$ cat src/rtl/lcd_cmd_sequencer.sv
// HD44780-style 4-bit LCD write sequencer: splits each byte into two timed E pulses.
// Optional power-up init sequence is built only when LCD_SEQ_INIT_EN is defined.
module lcd_cmd_sequencer #(
  parameter int T_PWRUP = 750000,
  parameter int T_INIT1 = 205000,
  parameter int T_INIT2 = 5000,
  parameter int T_SU    = 2,
  parameter int T_E     = 12,
  parameter int T_NIB   = 50,
  parameter int T_SHORT = 2000,
  parameter int T_LONG  = 82000
) (
  input  logic       clk,
  input  logic       reset,
  input  logic       cmd_valid,
  output logic       cmd_ready,
  input  logic [7:0] cmd_data,
  input  logic       cmd_rs,
  output logic       busy,
  output logic       init_done,
  output logic       lcd_e,
  output logic       lcd_rs,
  output logic       lcd_rw,
  output logic [3:0] lcd_d
);

  // Handshake: a byte is taken on any rising edge where cmd_valid && cmd_ready;
  // cmd_ready is high only in IDLE, so at most one byte is taken per IDLE visit.

  localparam int CW = 20;

  if (T_SU < 1 || T_E < 1 || T_NIB < 1 || T_SHORT < 1 || T_LONG < 1 ||
      T_PWRUP < 1 || T_INIT1 < 1 || T_INIT2 < 1 ||
      T_SU + T_E > 1048576 || T_NIB > 1048576 || T_SHORT > 1048576 ||
      T_LONG > 1048576 || T_PWRUP > 1048576 || T_INIT1 > 1048576 ||
      T_INIT2 > 1048576) begin : g_bad_timing
    $error("lcd_cmd_sequencer: timing parameters must lie in 1..2**20");
  end

  localparam logic [3:0] IDLE     = 4'd3;
  localparam logic [3:0] HI_SU    = 4'd4;
  localparam logic [3:0] HI_E     = 4'd5;
  localparam logic [3:0] GAP      = 4'd6;
  localparam logic [3:0] LO_SU    = 4'd7;
  localparam logic [3:0] LO_E     = 4'd8;
  localparam logic [3:0] CMD_WAIT = 4'd9;

  // Counter reload values: a state loaded with N-1 lasts exactly N cycles.
  localparam logic [CW-1:0] LD_SU    = 20'(T_SU - 1);
  localparam logic [CW-1:0] LD_E     = 20'(T_E - 1);
  localparam logic [CW-1:0] LD_NIB   = 20'(T_NIB - 1);
  localparam logic [CW-1:0] LD_SHORT = 20'(T_SHORT - 1);
  localparam logic [CW-1:0] LD_LONG  = 20'(T_LONG - 1);

`ifdef LCD_SEQ_INIT_EN
  localparam logic [3:0] PWR_WAIT  = 4'd0;
  localparam logic [3:0] INIT_NIB  = 4'd1;
  localparam logic [3:0] INIT_WAIT = 4'd2;

  localparam logic [CW-1:0] LD_PWRUP  = 20'(T_PWRUP - 1);
  localparam logic [CW-1:0] LD_INIT1  = 20'(T_INIT1 - 1);
  localparam logic [CW-1:0] LD_INIT2  = 20'(T_INIT2 - 1);
  // INIT_NIB covers setup and E-high in one state; E rises when T_E cycles remain.
  localparam logic [CW-1:0] LD_INIB   = 20'(T_SU + T_E - 1);
  localparam logic [CW-1:0] INIB_RISE = 20'(T_E);

  logic [1:0]    step;
  logic [CW-1:0] init_wait_ld;

  always_comb begin
    init_wait_ld = LD_SHORT;
    case (step)
      2'd0:    init_wait_ld = LD_INIT1;
      2'd1:    init_wait_ld = LD_INIT2;
      default: init_wait_ld = LD_SHORT;
    endcase
  end
`endif

  logic [3:0]    state;
  logic [CW-1:0] cnt;
  logic [7:0]    cap_data;
  logic          cap_rs;
  logic          is_long;

  // Clear display (0x01) and return home (0x02/0x03) need the long settle time.
  assign is_long = !cap_rs && (cap_data[7:2] == 6'd0) && (cap_data[1:0] != 2'd0);
  assign lcd_rw  = 1'b0;

  always_ff @(posedge clk) begin
    if (reset) begin
`ifdef LCD_SEQ_INIT_EN
      state <= PWR_WAIT;
      cnt   <= LD_PWRUP;
      step  <= 2'd0;
`else
      state <= IDLE;
      cnt   <= '0;
`endif
      cap_data  <= 8'h00;
      cap_rs    <= 1'b0;
      lcd_e     <= 1'b0;
      lcd_rs    <= 1'b0;
      lcd_d     <= 4'h0;
      cmd_ready <= 1'b0;
      init_done <= 1'b0;
      busy      <= 1'b1;
    end else begin
      case (state)
`ifdef LCD_SEQ_INIT_EN
        PWR_WAIT: begin
          if (cnt == '0) begin
            state  <= INIT_NIB;
            cnt    <= LD_INIB;
            lcd_rs <= 1'b0;
            lcd_d  <= 4'h3;
          end else begin
            cnt <= cnt - 1'b1;
          end
        end
        INIT_NIB: begin
          if (cnt == '0) begin
            state <= INIT_WAIT;
            cnt   <= init_wait_ld;
            lcd_e <= 1'b0;
          end else begin
            cnt <= cnt - 1'b1;
            if (cnt == INIB_RISE) lcd_e <= 1'b1;
          end
        end
        INIT_WAIT: begin
          if (cnt == '0) begin
            if (step == 2'd3) begin
              state     <= IDLE;
              cnt       <= '0;
              lcd_d     <= 4'h0;
              cmd_ready <= 1'b1;
              busy      <= 1'b0;
              init_done <= 1'b1;
            end else begin
              step  <= step + 2'd1;
              state <= INIT_NIB;
              cnt   <= LD_INIB;
              lcd_d <= (step == 2'd2) ? 4'h2 : 4'h3;
            end
          end else begin
            cnt <= cnt - 1'b1;
          end
        end
`endif
        IDLE: begin
          lcd_e <= 1'b0;
          if (cmd_valid && cmd_ready) begin
            cap_data  <= cmd_data;
            cap_rs    <= cmd_rs;
            lcd_rs    <= cmd_rs;
            lcd_d     <= cmd_data[7:4];
            cmd_ready <= 1'b0;
            busy      <= 1'b1;
            state     <= HI_SU;
            cnt       <= LD_SU;
          end else begin
            lcd_rs    <= 1'b0;
            lcd_d     <= 4'h0;
            cmd_ready <= 1'b1;
            busy      <= 1'b0;
            init_done <= 1'b1;
          end
        end
        HI_SU: begin
          if (cnt == '0) begin
            state <= HI_E;
            cnt   <= LD_E;
            lcd_e <= 1'b1;
          end else begin
            cnt <= cnt - 1'b1;
          end
        end
        HI_E: begin
          if (cnt == '0) begin
            state <= GAP;
            cnt   <= LD_NIB;
            lcd_e <= 1'b0;
          end else begin
            cnt <= cnt - 1'b1;
          end
        end
        GAP: begin
          if (cnt == '0) begin
            state <= LO_SU;
            cnt   <= LD_SU;
            lcd_d <= cap_data[3:0];
          end else begin
            cnt <= cnt - 1'b1;
          end
        end
        LO_SU: begin
          if (cnt == '0) begin
            state <= LO_E;
            cnt   <= LD_E;
            lcd_e <= 1'b1;
          end else begin
            cnt <= cnt - 1'b1;
          end
        end
        LO_E: begin
          if (cnt == '0) begin
            state <= CMD_WAIT;
            cnt   <= is_long ? LD_LONG : LD_SHORT;
            lcd_e <= 1'b0;
          end else begin
            cnt <= cnt - 1'b1;
          end
        end
        CMD_WAIT: begin
          if (cnt == '0) begin
            state     <= IDLE;
            cnt       <= '0;
            lcd_rs    <= 1'b0;
            lcd_d     <= 4'h0;
            cmd_ready <= 1'b1;
            busy      <= 1'b0;
          end else begin
            cnt <= cnt - 1'b1;
          end
        end
        default: begin
          state     <= IDLE;
          cnt       <= '0;
          lcd_e     <= 1'b0;
          cmd_ready <= 1'b0;
          busy      <= 1'b1;
        end
      endcase
    end
  end

endmodule

$ cat config.mk
export PLATFORM = sky130hd
export DESIGN_NAME = lcd_cmd_sequencer
export DESIGN_NICKNAME = d
export VERILOG_FILES = /design/src/rtl/lcd_cmd_sequencer.sv
export SDC_FILE = /design/constraint.sdc
export NUM_CORES = 1
export LEC_CHECK = 0
export CORE_ASPECT_RATIO = 0.5
export CORE_MARGIN = 1
export CORE_UTILIZATION = 55
export DETAILED_ROUTE_END_ITERATION = 7
export GPL_ROUTABILITY_DRIVEN = 0
export MAX_ROUTING_LAYER = met4
export PLACE_DENSITY = 0.77
export SETUP_SLACK_MARGIN = 0.15
export SLEW_MARGIN = 15
export SYNTH_ARGS = -nofsm -noshare
export SYNTH_HDL_FRONTEND = slang
export SYNTH_SLANG_ARGS = --single-unit
$ cat constraint.sdc
create_clock -name clk -period 3.14 [get_ports clk]
set_input_delay 0.942 -clock clk [delete_from_list [all_inputs] [get_ports clk]]
set_output_delay 0.942 -clock clk [all_outputs]
set_load 0.02 [all_outputs]
==> reports/qor.log <==
INFO  route          route.vias.total=2531
INFO  global_route   grt_max_degree=29
INFO  placement      dp_hpwl=4690µm
INFO  floorplanning  design.die.area=4720µm²
INFO  layout         area_delta_synth_final=12.7%
INFO  floorplanning  initial_standard_cell_utilization_of_the_core=0.600
INFO  global_route   first_global_vias=2215
INFO  synthesis      synth_seq_cells=42
INFO  synthesis      postSynth.topFlopCell=sky130_fd_sc_hd__dfxtp_1
INFO  synthesis      count_of_synthesis_stage_warnings_from_yosys=0
INFO  route          drt_first_pass_iters=5
INFO  route          remaining_drc_errors=0
INFO  timing         rsz_0062_raised_after_global_routing=no
INFO  layout         area.sequential=841µm²
INFO  route          route.detailed.vias_per_inst=6.59
INFO  layout         final_area=2750µm²
INFO  timing         timing.max_slew.rel_slack=0.390
INFO  setup_path     critPathMaxFanout=16
INFO  layout         finalNetCount=343
INFO  floorplanning  dieWidth=96.1µm
INFO  route          detail_route.wl_per_cell=17.2µm
INFO  synthesis      post_synthesis_share_of_cell_area_spent_on_xor_and_xnor_gates=0
INFO  setup_path     timing.critical_path.from_type=flop
INFO  route          dr.first_iter.drc_count=201
INFO  floorplanning  boundaryPins=22
INFO  placement      input_output_buffers=20
INFO  min_path       worst_hold_path_type=reg -> reg
INFO  timing         final.min_clock_period=2.54ns
INFO  timing         finalWorstSetupSlack=0.598ns
INFO  global_route   groute.usage.overall=0.314
INFO  cts            clk_root_buffer_cell=sky130_fd_sc_hd__clkbuf_8
INFO  synthesis      synth-edff-count=0
INFO  cts            clock-sinks=42
INFO  status         status=complete, no violations
INFO  timing         setup_total_negative_slack=0ns
INFO  route          ant_nets=0
INFO  placement      instance_area_at_placement=2660µm²
INFO  setup_path     cp.arrival=2.78ns
INFO  cts            cts_buffers=5
INFO  cts            clk_pin_slew_worst_paths=0.08ns
INFO  layout         layout.cells.non_filler=384
INFO  synthesis      yosysSeqAreaShare=0.345
INFO  synthesis      post_synth_fa_ha_maj_area_fraction=0.0103
INFO  power_and_ir_drop power.static_leakage=0.985nW
INFO  floorplanning  placement_row_count=16
INFO  timing         final_clock_period_utilization_by_the_worst_path=0.810
INFO  synthesis      synthDistinctLibCells=57
INFO  power_and_ir_drop peakVddDrop=456µV
INFO  synthesis      post_synth_and_or_nand_nor_area_fraction=0.359
INFO  layout         post-route-util=0.676
INFO  global_route   grt_antenna_before_repair=0
INFO  power_and_ir_drop power_per_cell_area=1060nW/µm²
INFO  synthesis      netlist.area_leader.share=0.345
INFO  setup_path     timing.critical_path.to_type=flop
INFO  timing         worstMarginPinSlew=0.909ns
INFO  synthesis      synthesis.nets=330
INFO  placement      dp.cells=376
INFO  synthesis      share_of_the_synthesized_area_in_compound_gates_ao_oa_aoi_oai=0.209
INFO  synthesis      muxShareOfSynthArea=0.0210
INFO  setup_path     worst_ep_required_time=3.38ns
INFO  floorplanning  die_boundary_height=49.1µm
INFO  run            max-cap-violations=0
INFO  cts            quantity_of_hold_fixing_buffers_added_after_cts=0
INFO  timing         f_max=393MHz
INFO  cts            cts.htree.levels=2
INFO  layout         multiInputGateArea=1470µm²
INFO  layout         num_antenna_cells=0
INFO  cts            tritoncts=built
INFO  synthesis      synth_async_sr_flop_share=0
INFO  layout         layout-drive-gt1-share=0.0879
INFO  cts            clk_path_buf_depth=2
INFO  synthesis      yosysTopAreaCell=sky130_fd_sc_hd__dfxtp_1
INFO  route          postRouteWirelength=6600µm
INFO  floorplanning  std_cell_core_area=4060µm²
INFO  timing         timing.final.setup_violations=0
INFO  timing         final-max-slew-violation-count=0
INFO  timing         timing.final.hold_violations=0
INFO  synthesis      synth_cells=316
INFO  cts            insertion_delay=0.30ns
INFO  placement      preCtsSetupSlack=0.380ns
INFO  cts            postCtsSetupRepairBufs=0
INFO  global_route   first_pass_grt_wire_length=10900µm
INFO  synthesis      syn_area_per_cell=7.71µm²
INFO  setup_path     worstSetupPathType=reg -> reg
INFO  synthesis      synth_top_family_by_area=simple AND/OR/NAND/NOR gates
INFO  synthesis      yosys-top-cells-area=sky130_fd_sc_hd__dfxtp_1, sky130_fd_sc_hd__nand2_1, sky130_fd_sc_hd__a21oi_1
INFO  layout         fill_cells=358
INFO  cts            cts_repair_resize_count=0
INFO  global_route   gr-total-overflow=0
INFO  timing         timing.clock.skew=0.00849ns
INFO  synthesis      mappedNetlistArea=2440µm²
[through the flow]
| stage | hold slack [ns] | power [mW] |
|---|---|---|
| after detailed placement | 0.449 | 2.47 |
| final | 0.457 | 2.90 |
| after global placement | 0.445 | 2.45 |
| after floorplan | 0.436 | 1.97 |
| after CTS | 0.461 | 2.83 |
| after global routing | 0.485 | 3.09 |
[kinds of logic after synthesis]
logic type	count (synthesis)
buffers and inverters	27
and+or+nand+nor	161
AOI/OAI and AO/OA	78
other	1
adders and majority gates	2
DFF	42
muxes	5
[worst max-delay path, stage by stage, from the launching register on]
cell and delay [ns]:
sky130_fd_sc_hd__dfxtp_1 0.63, sky130_fd_sc_hd__or3b_2 0.55, sky130_fd_sc_hd__nand2b_1 0.30, sky130_fd_sc_hd__o21ai_0 0.39
sky130_fd_sc_hd__or3_1 0.45, sky130_fd_sc_hd__a31oi_1 0.16
[synth_stat cells (9+ instances only)]
cell type and n:
sky130_fd_sc_hd__nand4_1 11, sky130_fd_sc_hd__nand2_1 40, sky130_fd_sc_hd__a31oi_1 9, sky130_fd_sc_hd__nand3_1 21, sky130_fd_sc_hd__dfxtp_1 42, sky130_fd_sc_hd__clkbuf_1 19, sky130_fd_sc_hd__or3_1 9, sky130_fd_sc_hd__nor2_1 23
sky130_fd_sc_hd__o21ai_0 14, sky130_fd_sc_hd__a21oi_1 23, sky130_fd_sc_hd__nor4_1 12
[where the power goes]
group | total (mW) | internal (mW) | switching (mW)
Sequential | 0.773 | 0.635 | 0.137
Clock | 0.358 | 0.157 | 0.201
Combinational | 1.77 | 0.618 | 1.15
Total | 2.90 | 1.41 | 1.49
[per-layer routing]
| layer | vias up | GRT usage | share of wire |
|---|---|---|---|
| li1 | 1213 | - | - |
| met1 | 1162 | 0.449 | 0.45 |
| met2 | 146 | 0.454 | 0.44 |
| met3 | 10 | 0.0654 | 0.10 |
| met4 | 0 | 0.0672 | 0.010 |
| met5 | - | - | 0 |
[placed cells by master, fill, tap and decap left out, drive strengths merged, types with 4 or more instances in the layout]
cell | Yosys | routed
o21ai | 14 | 14
nand4 | 11 | 11
nand4b | 4 | 4
nor2 | 23 | 23
a221o | 4 | 4
nor3 | 6 | 6
or4 | 5 | 5
nor4 | 12 | 12
a31oi | 9 | 9
nor3b | 7 | 7
dfxtp | 42 | 42
clkbuf | 20 | 6
buf | 4 | 10
or3 | 10 | 10
nand2b | 7 | 7
nand2 | 40 | 40
clkdlybuf4s50 | 0 | 20
nand3 | 21 | 21
mux2i | 4 | 4
a21oi | 23 | 23
[area by class of cell]
cell class | count | share of cell area
Clock buffer | 6 | 0.0264
Clock inverter | 2 | 0.00501
Inverter | 3 | 0.00410
Multi-Input combinational cell | 247 | 0.533
Sequential cell | 42 | 0.306
Tap cell | 54 | 0.0246
Timing Repair Buffer | 30 | 0.100
[path summary, 6_finish.rpt]
path	start	slack (ns)	to	depth (start not counted)
setup / recovery	state[3]$_SDFFE_PP0P_	0.60	cnt[14]$_SDFFE_PP0N_	5
hold / removal	cap_data[6]$_SDFFE_PP0P_	0.46	cap_data[6]$_SDFFE_PP0P_	2
setup reg to reg	state[3]$_SDFFE_PP0P_	0.60	cnt[14]$_SDFFE_PP0N_	5
hold reg to reg	cap_data[6]$_SDFFE_PP0P_	0.46	cap_data[6]$_SDFFE_PP0P_	2
[sequential cells by signal, indices dropped and copies added, names as in the netlist]
register / count
busy: 1
cap_data: 8
cap_rs: 1
cmd_ready: 1
cnt: 20
init_done: 1
lcd_d: 4
lcd_e: 1
lcd_rs: 1
state: 4
(Power assumes the default switching activity.)
